$ cat config.mk
export PLATFORM = sky130hd
export DESIGN_NAME = cmos_decode_v2
export DESIGN_NICKNAME = d
export VERILOG_FILES = /design/src/rtl/cmos_decode_v2.sv
export SDC_FILE = /design/constraint.sdc
export NUM_CORES = 1
export LEC_CHECK = 0
export ABC_AREA = 1
export CAP_MARGIN = 20
export CORE_ASPECT_RATIO = 0.7
export CORE_MARGIN = 4
export CORE_UTILIZATION = 45
export CTS_BUF_LIST = sky130_fd_sc_hd__clkbuf_4 sky130_fd_sc_hd__clkbuf_8
export DETAILED_ROUTE_END_ITERATION = 8
export GPL_ROUTABILITY_DRIVEN = 0
export PLACE_DENSITY = 0.76
export SYNTH_ARGS = -nofsm -noshare
export SYNTH_HDL_FRONTEND = slang
export SYNTH_SLANG_ARGS = --single-unit
export TNS_END_PERCENT = 1
$ cat constraint.sdc
create_clock -name cmos_pclk_i -period 4.28 [get_ports cmos_pclk_i]
set_input_delay 0.856 -clock cmos_pclk_i [delete_from_list [all_inputs] [get_ports cmos_pclk_i]]
set_output_delay 0.856 -clock cmos_pclk_i [all_outputs]
set_load 0.05 [all_outputs]
$ cat src/rtl/cmos_decode_v2.sv
// cmos_decode_v2: DVP byte-bus capture, pixel packing and geometry checks.
// Pins are registered once; everything downstream runs off that stage.
module cmos_decode_v2 #(
    parameter int DATA_W        = 8,
    parameter int BYTES_PER_PIX = 2,
    parameter int MSB_FIRST     = 1,
    parameter int FRAME_WAITCNT = 15,
    parameter int H_ACTIVE      = 640,
    parameter int V_ACTIVE      = 480
) (
    input  logic                            cmos_pclk_i,
    input  logic                            rst_n_i,
    input  logic                            cmos_href_i,
    input  logic                            cmos_vsync_i,
    input  logic [DATA_W-1:0]               cmos_data_i,
    output logic [DATA_W*BYTES_PER_PIX-1:0] pix_o,
    output logic                            de_o,
    output logic                            sof_o,
    output logic                            eol_o,
    output logic [$clog2(H_ACTIVE)-1:0]     x_o,
    output logic [$clog2(V_ACTIVE)-1:0]     y_o,
    output logic [15:0]                     frame_cnt_o,
    output logic                            out_en_o,
    output logic                            line_err_o,
    output logic                            frame_err_o
);

    localparam int PW = DATA_W * BYTES_PER_PIX;
    localparam int XW = $clog2(H_ACTIVE);
    localparam int YW = $clog2(V_ACTIVE);
    localparam int CW = $clog2(H_ACTIVE + 1);
    localparam int LW = $clog2(V_ACTIVE + 1);

    localparam logic [7:0]    WAITN  = 8'(FRAME_WAITCNT);
    localparam logic [1:0]    B_LAST = 2'(BYTES_PER_PIX - 1);
    localparam logic [CW-1:0] H_MAX  = CW'(H_ACTIVE);
    localparam logic [LW-1:0] V_MAX  = LW'(V_ACTIVE);
    localparam logic [LW-1:0] V_LAST = LW'(V_ACTIVE - 1);

    typedef enum logic [1:0] {ST_WAIT, ST_SYNC, ST_FRAME} state_t;

    state_t            state_q;
    logic              href_s1_q;
    logic              vs_s1_q;
    logic              href_s2_q;
    logic              vs_s2_q;
    logic [DATA_W-1:0] data_s1_q;
    logic [1:0]        beat_q;
    logic [PW-1:0]     asm_q;
    logic [PW-1:0]     asm_d;
    logic [PW-1:0]     pix_q;
    logic [CW-1:0]     col_q;
    logic              col_ovf_q;
    logic [LW-1:0]     line_q;
    logic              line_ovf_q;
    logic [7:0]        wait_q;
    logic [7:0]        wait_inc;
    logic [15:0]       fcnt_q;
    logic              de_q;
    logic              sof_q;
    logic              eol_q;
    logic              out_en_q;
    logic              lerr_q;
    logic              ferr_q;
    logic [XW-1:0]     x_q;
    logic [YW-1:0]     y_q;

    logic vs_fall;
    logic href_fall;
    logic last_beat;
    logic pix_evt;
    logic col_in;
    logic line_in;
    logic in_frame;
    logic de_d;
    logic line_cls;
    logic line_bad;
    logic frame_ok;

    assign vs_fall   = vs_s2_q & ~vs_s1_q;
    assign href_fall = href_s2_q & ~href_s1_q;
    assign last_beat = beat_q == B_LAST;
    assign pix_evt   = href_s1_q & last_beat;
    assign col_in    = col_q < H_MAX;
    assign line_in   = line_q < V_MAX;
    assign in_frame  = state_q == ST_FRAME;
    assign de_d      = pix_evt & in_frame & out_en_q & col_in & line_in;
    assign line_cls  = href_fall & in_frame;
    assign line_bad  = (col_q != H_MAX) | col_ovf_q | (beat_q != 2'd0);
    assign wait_inc  = wait_q + 8'd1;

    // A line closing in the same cycle as vs_fall still counts toward this frame.
    assign frame_ok  = ~line_ovf_q &
                       (line_cls ? (line_q == V_LAST) : (line_q == V_MAX));

    assign asm_d = (MSB_FIRST != 0)
                 ? ((asm_q << DATA_W) | PW'(data_s1_q))
                 : ((asm_q >> DATA_W) | (PW'(data_s1_q) << (PW - DATA_W)));

    always_ff @(posedge cmos_pclk_i or negedge rst_n_i) begin
        if (!rst_n_i) begin
            href_s1_q <= 1'b0;
            vs_s1_q   <= 1'b0;
            href_s2_q <= 1'b0;
            vs_s2_q   <= 1'b0;
            data_s1_q <= '0;
        end else begin
            href_s1_q <= cmos_href_i;
            vs_s1_q   <= cmos_vsync_i;
            data_s1_q <= cmos_data_i;
            href_s2_q <= href_s1_q;
            vs_s2_q   <= vs_s1_q;
        end
    end

    always_ff @(posedge cmos_pclk_i or negedge rst_n_i) begin
        if (!rst_n_i) begin
            beat_q    <= '0;
            asm_q     <= '0;
            pix_q     <= '0;
            col_q     <= '0;
            col_ovf_q <= 1'b0;
            de_q      <= 1'b0;
            sof_q     <= 1'b0;
            eol_q     <= 1'b0;
            x_q       <= '0;
            y_q       <= '0;
        end else begin
            if (href_s1_q) begin
                beat_q <= last_beat ? 2'd0 : beat_q + 2'd1;
                asm_q  <= asm_d;
            end else begin
                beat_q <= 2'd0;
            end
            if (pix_evt) begin
                pix_q <= asm_d;
            end
            if (href_fall) begin
                col_q     <= '0;
                col_ovf_q <= 1'b0;
            end else if (pix_evt) begin
                if (col_in) begin
                    col_q <= col_q + CW'(1);
                end else begin
                    col_ovf_q <= 1'b1;
                end
            end
            de_q  <= de_d;
            sof_q <= de_d & (col_q == '0) & (line_q == '0);
            eol_q <= de_d & (col_q == CW'(H_ACTIVE - 1));
            if (de_d) begin
                x_q <= col_q[XW-1:0];
                y_q <= line_q[YW-1:0];
            end
        end
    end

    always_ff @(posedge cmos_pclk_i or negedge rst_n_i) begin
        if (!rst_n_i) begin
            state_q    <= ST_WAIT;
            wait_q     <= '0;
            out_en_q   <= 1'b0;
            fcnt_q     <= '0;
            line_q     <= '0;
            line_ovf_q <= 1'b0;
            lerr_q     <= 1'b0;
            ferr_q     <= 1'b0;
        end else begin
            lerr_q <= line_cls & line_bad;
            ferr_q <= 1'b0;
            if (line_cls) begin
                if (line_in) begin
                    line_q <= line_q + LW'(1);
                end else begin
                    line_ovf_q <= 1'b1;
                end
            end
            unique case (state_q)
                ST_WAIT: begin
                    if (FRAME_WAITCNT == 0) begin
                        out_en_q <= 1'b1;
                        state_q  <= ST_SYNC;
                    end else if (vs_fall) begin
                        wait_q <= wait_inc;
                        if (wait_inc == WAITN) begin
                            out_en_q <= 1'b1;
                            state_q  <= ST_SYNC;
                        end
                    end
                end
                ST_SYNC: begin
                    if (vs_fall) begin
                        line_q     <= '0;
                        line_ovf_q <= 1'b0;
                        state_q    <= ST_FRAME;
                    end
                end
                ST_FRAME: begin
                    if (vs_fall) begin
                        if (frame_ok) begin
                            fcnt_q <= fcnt_q + 16'd1;
                        end else begin
                            ferr_q <= 1'b1;
                        end
                        line_q     <= '0;
                        line_ovf_q <= 1'b0;
                    end
                end
                default: state_q <= ST_WAIT;
            endcase
        end
    end

    assign pix_o       = pix_q;
    assign de_o        = de_q;
    assign sof_o       = sof_q;
    assign eol_o       = eol_q;
    assign x_o         = x_q;
    assign y_o         = y_q;
    assign frame_cnt_o = fcnt_q;
    assign out_en_o    = out_en_q;
    assign line_err_o  = lerr_q;
    assign frame_err_o = ferr_q;

endmodule

==> metrics, run 1 <==
I/O Buffers 68; via count 3851; crit path cell chain clkdlybuf4s50_1; Core Region 0.0106 mm²; most frequent cells in the layout nand2_1 (146), dfrtp_1 (110), inv_1 (68), clkdlybuf4s50_1 (67), o21ai_0 (66); Synth Register Bits 110; Clock Skew 9.35 ps; Worst EP required 3420 ps; RSZ-0062 raised after global routing false; Slew @ Worst Pin around 640 ps; Net Sw Frac 0.326; Setup-failing EPs final 0; Layout Cells excl Fill 785; Cell Rows 31; Nets around 660; Placed Instances 769; All-Layer GR Usage 0.170; hold_buf cts 0; antenna violations before repair 0; Power per Cell Area 393 mW/mm²; # Post-CTS Setup Buffers 0; fin crit share 0.594; top-area cell type share of the netlist area 0.554; Initial Util 0.471; sequential cell area fraction in the yosys report 0.554; f_max roughly 390 MHz; commonest non-fill, non-tap cell in the layout nand2_1; LEAKAGE 2.77 nW; cell-internal power between 0.0015 and 0.002 W; CTS tree yes; Syn Area/Cell 8.85 µm²; cells after synthesis 561; htree depth 3; critical path data arrival time 1680 ps; Max FO, Critical Path 6; Initial DRT Pass Iterations 4; Synth Warn # 0; Post-DP Area a little under 0.006 mm²; WL per Instance 13.2 µm; mapped cell area just under 0.005 mm²; CP max stage cell clkdlybuf4s50_1; I/O Pins 69; multi-input logic area 0.00187 mm²; vias in the first global route around 3700; total gr overflow 0; Post-CTS Resized 0; layout cell share with drive strength beyond 1 0.0534; DRC 0; Clock transition at path regs 100 ps; Slowest Stage Delay on Critical Path around 840 ps; minimum clock period 2540 ps; n_diodes 0; CTS sink cnt 110; Peak supply drop 0.000269 V; die height around 96 µm; die area 0.0128 mm²; Fin Setup TNS 0 ps; initial DRC count 231; vias per cell 4.91; Mapped Nets about 600; clk buf depth 2; Synth area leader dfrtp_1; Slew Limit Fails 0; status complete, no violations; CTS Buf Count 9; largest cells by area after synthesis dfrtp_1 (55%), nand2_1 (11%), o21ai_0 (6.7%); Clock Tree Root clkbuf_8; cell area after layout 0.00599 mm²; Crit Path Class flip-flop to primary output; Final ANT Viol Nets 0; pin count of the biggest net entering global routing 48; total of fill cells in the finished design 963; die width 134 µm; Net Sw Power 0.000767 W; Final HPWL DP 7670 µm; headroom to the max-slew limit 0.572; combinational share of power 0.217; Buf/Inv on CP 1; Hold Vio Cnt, Final 0; crit-path leading delay family buffers and inverters; startpoint class of the critical path flip-flop; Clk pwr share 0.271; clock latency at the later pin of the worst-skew pair ~360 ps; first-pass GRT wire length 17700 µm; sequential share of power 0.512; worst min-delay path class flip-flop to flip-flop; Cell variety after synth 28; element type at the critical path end primary output; final wirelength approximately 10000 µm; max cap viols 0; Storage cell area 0.00275 mm²; area grow syn2layout 20.6%
## area by class of cell
cell class,count,area share
flip-flops and latches,110,0.460
multi-input cells,367,0.312
repair buffers,71,0.117
inverters,73,0.0462
well taps,148,0.0309
clock buffers,10,0.0230
clock inverters,6,0.0115
## flip-flops by register name, indices dropped and copies added (netlist names), 9 cells and up
register     count
frame_cnt_o     16
col_q           10
x_o             10
line_q           9
pix_o           16
y_o              9
## synthesized netlist by cell type
cell type    n
a211oi_1     1
a21oi_1     13
a41oi_1      1
buf_4        2
buf_6        3
clkbuf_1     6
clkinv_1     1
dfrtp_1    110
ha_1        11
inv_1       68
inv_2        3
inv_4        1
nand2_1    146
nand2_4      1
nand3_1     29
nand3_4      2
nand3b_1     1
nand4_1      8
nor2_1      38
nor2_4       2
nor2_8       1
nor3_1      19
nor3_2       2
nor4_1       3
o21ai_0     66
o21ai_2      2
o21bai_1     1
xor2_1      20
## power groups by stage
stage / combinational [W] / sequential [W] / clock [W]
finish: 0.000510 / 0.00120 / 0.000637
global placement: 0.000497 / 0.00122 / 0
global route: 0.000575 / 0.00122 / 0.000698
CTS: 0.000515 / 0.00120 / 0.000663
floorplan: 0.000239 / 0.00132 / 0
detailed placement: 0.000513 / 0.00122 / 0
## per-stage QoR
step | setup slack [ps] | hold WS (ps) | power [W] | util
3_5_place_dp | 2120 | 396 | 0.00174 | 0.548
3_3_place_gp | 2170 | 373 | 0.00172 | 0.548
5_1_grt | 1690 | 441 | 0.00249 | 0.567
2_1_floorplan | 2410 | 354 | 0.00156 | -
4_1_cts | 1730 | 437 | 0.00238 | 0.567
6_report | 1740 | 428 | 0.00235 | 0.567
## kinds of logic (layout without fill, tap and decap cells)
group                    Yosys count  count (layout)  share of synthesized area
AO/OA/AOI/OAI                     84              84                     0.0879
XOR/XNOR                          20              20                     0.0353
adder cells (fa/ha/maj)           11              11                     0.0277
buffers and inverters             84             160                     0.0700
flip-flops                       110             110                      0.554
AND/OR/NAND/NOR                  252             252                      0.225
## metal layers
metal | global-route usage | part of all wire | up-vias
met3 | 0.0402 | 0.047 | 13
met2 | 0.261 | 0.43 | 99
met1 | 0.245 | 0.51 | 1801
met4 | 0.0437 | 0.0098 | 0
met5 | 0 | 0 | -
li1 | - | - | 1938
## final timing paths
check                                            from  slack [ps]  cells after the start                     end
max                        frame_cnt_o[2]$_DFFE_PN0P_        1740                      1          frame_cnt_o[2]
min in group asynchronous                     rst_n_i         490                      1      x_o[8]$_DFFE_PN0P_
max reg2reg                       href_s1_q$_DFF_PN0_        2130                      8    col_q[5]$_DFFE_PN0P_
max in group asynchronous                     rst_n_i        2960                      2  data_s1_q[4]$_DFF_PN0_
min reg2reg                         vs_s1_q$_DFF_PN0_         430                      0       vs_s2_q$_DFF_PN0_
min                                 vs_s1_q$_DFF_PN0_         430                      0       vs_s2_q$_DFF_PN0_
No activity file was read; power rests on OpenSTA's default activity.
==> run 2, diff against run 1 <==
- clock period: 4.28 -> 2.4 ns (I/O delays scaled with it)
==> run 2 against run 1 <==
Worst setup slack got worse by 1500 ps. Non-clock buffer count increased by 4. Cell count increased by 0.51%. Largest cell class unchanged. Largest power group unchanged. Highest routed layer unchanged.
==> metrics, run 2 (synthesis gave the netlist of run 1 again) <==
pre-CTS WS 529 ps (was 2120 ps); Net Sw Frac 0.325 (was 0.326); Slew @ Worst Pin 533 ps (was 641 ps); Fin Setup TNS 0 ps (unchanged); minimum clock period 2180 ps; Hold Vio Cnt, Final 0 (unchanged); CTS tree yes (unchanged); Overall Power 0.00435 W (was 0.00235 W); pin count of the biggest net entering global routing 50 (was 48); cell area after layout 0.00605 mm² (was 0.00599 mm²); initial DRC count 374 (was 231); Initial Util 0.471 (unchanged); vias in the first global route 3772 (was 3742); Layout Cells excl Fill 789 (was 785); Final HPWL DP 7530 µm (was 7670 µm); CTS sink cnt 110 (unchanged); Post-CTS Resized 0 (unchanged); Clock Skew 11.1 ps (was 9.35 ps); Cell Rows 31 (unchanged); Slowest Stage Delay on Critical Path 850 ps (was 840 ps); first-pass GRT wire length 18000 µm (was 17700 µm); antenna violations before repair 0 (unchanged); cell-internal power 0.00293 W (was 0.00158 W); Max FO, Critical Path 6 (unchanged); area grow syn2layout 21.9% (was 20.6%); via count 3947 (was 3851); startpoint class of the critical path flip-flop (unchanged); worst min-delay path class flip-flop to flip-flop (unchanged); headroom to the max-slew limit 0.642 (was 0.572); Net Sw Power 0.00141 W (was 0.000767 W); CP max stage cell clkdlybuf4s50_1 (unchanged); die area 0.0128 mm² (unchanged); f_max 459 MHz; Clk pwr share 0.292 (was 0.271); setup slack after layout 220 ps (was 1740 ps); total of fill cells in the finished design 970 (was 963); Buf/Inv on CP 1 (unchanged); final wirelength 10500 µm (was 10300 µm); element type at the critical path end primary output (unchanged); htree depth 3 (unchanged); commonest non-fill, non-tap cell in the layout nand2_1 (unchanged); Initial DRT Pass Iterations 5 (was 4); I/O Pins 69 (unchanged); vias per cell 5.00 (was 4.91); clock latency at the later pin of the worst-skew pair 380 ps (was 360 ps); max cap viols 0 (unchanged); die height 95.9 µm (unchanged); crit-path leading delay family buffers and inverters (unchanged); WL per Instance 13.3 µm (was 13.2 µm); Crit Path Class flip-flop to primary output (unchanged); Clock Tree Root clkbuf_8 (unchanged); layout cell share with drive strength beyond 1 0.0577 (was 0.0534); die width 134 µm (unchanged); All-Layer GR Usage 0.177 (was 0.170); total gr overflow 0 (unchanged); Placed Instances 772 (was 769); fin crit share 0.908; combinational share of power 0.215 (was 0.217); Slew Limit Fails 0 (unchanged); critical path data arrival time 1700 ps (was 1680 ps); Peak supply drop 0.000481 V (was 0.000269 V); Power per Cell Area 718 mW/mm² (was 393 mW/mm²); crit path cell chain clkdlybuf4s50_1 (unchanged); Final ANT Viol Nets 0 (unchanged); Post-DP Area 0.00582 mm² (was 0.00578 mm²); multi-input logic area 0.00187 mm² (unchanged); DRC 0 (unchanged); clk buf depth 2 (unchanged); Clock transition at path regs 100 ps (about the same); n_diodes 0 (unchanged); RSZ-0062 raised after global routing false (unchanged); Core Region 0.0106 mm² (unchanged); Setup-failing EPs final 0 (unchanged); status complete, no violations (unchanged); CTS Buf Count 9 (unchanged); Nets 659 (was 655); sequential share of power 0.493 (was 0.512); LEAKAGE 2.80 nW (was 2.77 nW); most frequent cells in the layout nand2_1 (146), dfrtp_1 (110), inv_1 (68), clkdlybuf4s50_1 (67), o21ai_0 (66) (unchanged); I/O Buffers 68 (unchanged); Storage cell area 0.00275 mm² (unchanged); Worst EP required 1920 ps (was 3420 ps)
[run 2: cell count changes in the layout (fill, tap and decap cells not counted), sizes merged]
cell	delta
buf	+3
bufinv	+1
clkinv	-1
dlygate4sd3	+1
[run 2: per-stage QoR]
step	util	hold slack, ps
6_report	0.574	429
5_1_grt	0.574	459
4_1_cts	0.574	442
3_5_place_dp	0.551	400
3_3_place_gp	0.551	390
2_1_floorplan	-	184
[run 2: repair_timing]
action                    4_1_cts  5_1_grt
hold buffers                    1        0
hold endpoints to repair       21        0
setup buffers                   0        0
[run 2: power groups by stage]
stage / clock network, W / registers, W / logic [W]
2_1_floorplan: 0 / 0.00235 / 0.000426
3_3_place_gp: 0 / 0.00217 / 0.000895
3_5_place_dp: 0 / 0.00218 / 0.000925
4_1_cts: 0.00130 / 0.00214 / 0.000934
5_1_grt: 0.00139 / 0.00217 / 0.00105
6_report: 0.00127 / 0.00214 / 0.000932
[run 2: routing by layer]
layer  track usage  vias to the layer above  part of all wire  wire length [µm]
met4        0.0548                        0             0.018               193
met2         0.258                      124              0.43              4460
met5             0                        -                 0                 0
met1         0.258                     1856              0.50              5270
met3        0.0481                       22             0.055               579
li1              -                     1945                 -                 -
[run 2: worst paths after layout]
check	startpoint	endpoint	depth (start not counted)	slack, ps
max	frame_cnt_o[2]$_DFFE_PN0P_	frame_cnt_o[2]	1	220
min	vs_s1_q$_DFF_PN0_	vs_s2_q$_DFF_PN0_	0	430
max reg2reg	state_q[0]$_DFFE_PN0P_	frame_cnt_o[13]$_DFFE_PN0P_	9	550
min reg2reg	vs_s1_q$_DFF_PN0_	vs_s2_q$_DFF_PN0_	0	430
max in group asynchronous	rst_n_i	line_q[2]$_DFF_PN0_	3	1220
min in group asynchronous	rst_n_i	x_o[0]$_DFFE_PN0P_	2	530
[run 2: final cells by class]
cell class	instances	share of cell area
Tap cell	148	0.0306
Clock inverter	6	0.0151
Sequential cell	110	0.455
Inverter	73	0.0457
Clock buffer	10	0.0227
Multi-Input combinational cell	367	0.308
Timing Repair Buffer	75	0.123
==> run 3, diff against run 2 <==
- CORE_MARGIN: 4 -> 2
- CTS_CLUSTER_DIAMETER: not set -> 40
==> run 3 against run 2 <==
Total power fell by 5.7%. Cell count increased by 0.51%. First-iteration DRC count is 25% lower. Count of clock-buffer cells in the layout grew 2. Sequential share of layout area increased by 0.41 points. Critical path type unchanged. Largest cell class unchanged.
==> metrics, run 3 (synthesis gave the netlist of run 1 again) <==
Crit Path Class flip-flop to primary output (unchanged); initial DRC count 281 (was 374); Storage cell area 0.00275 mm² (unchanged); die height 91.9 µm (was 95.9 µm); Setup-failing EPs final 0 (unchanged); R2R cell count 10 (was 9); Initial Util 0.456 (was 0.471); f_max 464 MHz (was 459 MHz); vias in the first global route 3746 (was 3772); Fin Setup TNS 0 ps (unchanged); Worst EP required 1920 ps (about the same); die area 0.0119 mm² (was 0.0128 mm²); Final HPWL DP 7830 µm (was 7530 µm); worst min-delay path class input port to async pin (was flip-flop to flip-flop); All-Layer GR Usage 0.186 (was 0.177); # Post-CTS Setup Buffers 0 (unchanged); flop2flop setup slack 530 ps (was 550 ps); htree depth 3 (unchanged); critical path depth 1 (unchanged); Max FO, Critical Path 6 (unchanged); element type at the critical path end primary output (unchanged); Clock Tree Root clkbuf_8 (unchanged); Placed Instances 777 (was 772); Post-DP Area 0.00582 mm² (about the same); Cell Rows 32 (was 31); Post-CTS Resized 0 (unchanged); CTS tree yes (unchanged); Hold Vio Cnt, Final 0 (unchanged); LEAKAGE 2.76 nW (was 2.80 nW); multi-input logic area 0.00187 mm² (unchanged); fin crit share 0.898 (was 0.908); startpoint class of the critical path flip-flop (unchanged); total gr overflow 0 (unchanged); Layout Cells excl Fill 793 (was 789); Peak supply drop 0.000441 V (was 0.000481 V); Slowest Stage Delay on Critical Path 850 ps (about the same); total of fill cells in the finished design 1001 (was 970); cell area after layout 0.00600 mm² (was 0.00605 mm²); die width 130 µm (was 134 µm); clock latency at the later pin of the worst-skew pair 370 ps (was 380 ps); via count 3998 (was 3947); Buf/Inv on CP 1 (unchanged); critical path data arrival time 1680 ps (was 1700 ps); I/O Buffers 68 (unchanged); DRC 0 (unchanged); clk buf depth 2 (unchanged); status complete, no violations (unchanged); Initial DRT Pass Iterations 5 (unchanged); commonest non-fill, non-tap cell in the layout nand2_1 (unchanged); RSZ-0062 raised after global routing false (unchanged); I/O Pins 69 (unchanged); crit path cell chain clkdlybuf4s50_1 (unchanged); antenna violations before repair 0 (unchanged); WL per Instance 13.3 µm (about the same); Nets 658 (was 659); layout cell share with drive strength beyond 1 0.0578 (was 0.0577); Core Region 0.0109 mm² (was 0.0106 mm²); hold_buf cts 0 (was 1); n_diodes 0 (unchanged); minimum clock period 2160 ps (was 2180 ps); CTS Buf Count 9 (unchanged); Power per Cell Area 683 mW/mm² (was 718 mW/mm²); CTS sink cnt 110 (unchanged); area grow syn2layout 20.8% (was 21.9%); vias per cell 5.04 (was 5.00); crit-path leading delay family buffers and inverters (unchanged); Clock transition at path regs 100 ps (about the same); most frequent cells in the layout nand2_1 (146), dfrtp_1 (110), inv_1 (68), clkdlybuf4s50_1 (67), o21ai_0 (66) (unchanged); final wirelength 10500 µm (about the same); max cap viols 0 (unchanged); first-pass GRT wire length 17700 µm (was 18000 µm); Clock Skew 12.1 ps (was 11.1 ps); pin count of the biggest net entering global routing 46 (was 50); Final ANT Viol Nets 0 (unchanged); Slew Limit Fails 0 (unchanged); headroom to the max-slew limit 0.631 (was 0.642); CP max stage cell clkdlybuf4s50_1 (unchanged); Slew @ Worst Pin 552 ps (was 533 ps)
## run 3: cell type report
class                      count  share of cell area
clock buffer                  12              0.0244
clock inverter                 4             0.00542
inverter                      73              0.0461
multi-input combinational    367               0.311
sequential                   110               0.459
tap                          153              0.0319
timing repair buffer          74               0.123
## run 3: final timing paths
path,endpoint,startpoint
min reg2reg,vs_s2_q$_DFF_PN0_,vs_s1_q$_DFF_PN0_
min in group cmos_pclk_i,vs_s2_q$_DFF_PN0_,vs_s1_q$_DFF_PN0_
max in group asynchronous,col_q[8]$_DFFE_PN0P_,rst_n_i
max reg2reg,frame_cnt_o[14]$_DFFE_PN0P_,state_q[0]$_DFFE_PN0P_
min,y_o[5]$_DFFE_PN0P_,rst_n_i
max,frame_cnt_o[2],frame_cnt_o[2]$_DFFE_PN0P_
## run 3: worst register-to-register path, cell delays in order, from the launching register on
cell and delay (ps):
dfrtp_1 410, inv_1 110, ha_1 220, inv_1 100, nor2_4 150, inv_2 70
nand2_1 110, nand3_4 150, nor2_8 300, nand2_1 120, o21ai_2 70
## run 3: metrics by stage
step	hold slack (ps)	total power (W)	utilization	worst slack (ps)
after detailed placement	378	0.00311	0.535	520
after CTS	32.9	0.00413	0.551	215
after global routing	31.5	0.00433	0.551	151
final	28.9	0.00410	0.551	244
after global placement	369	0.00306	0.535	641
after floorplan	184	0.00278	-	533
## run 3: where the power goes
| part | internal [W] | total, W | switching [W] |
|---|---|---|---|
| Sequential | 0.00201 | 0.00214 | 0.000134 |
| Clock | 0.000419 | 0.00102 | 0.000600 |
| Combinational | 0.000300 | 0.000934 | 0.000635 |
| Total | 0.00273 | 0.00410 | 0.00137 |
## run 3: metal layers
| layer | track usage | vias up | part of all wire |
|---|---|---|---|
| met1 | 0.267 | 1883 | 0.48 |
| met3 | 0.0461 | 18 | 0.059 |
| li1 | - | 1946 | - |
| met5 | 0 | - | 0 |
| met2 | 0.281 | 151 | 0.44 |
| met4 | 0.0556 | 0 | 0.016 |
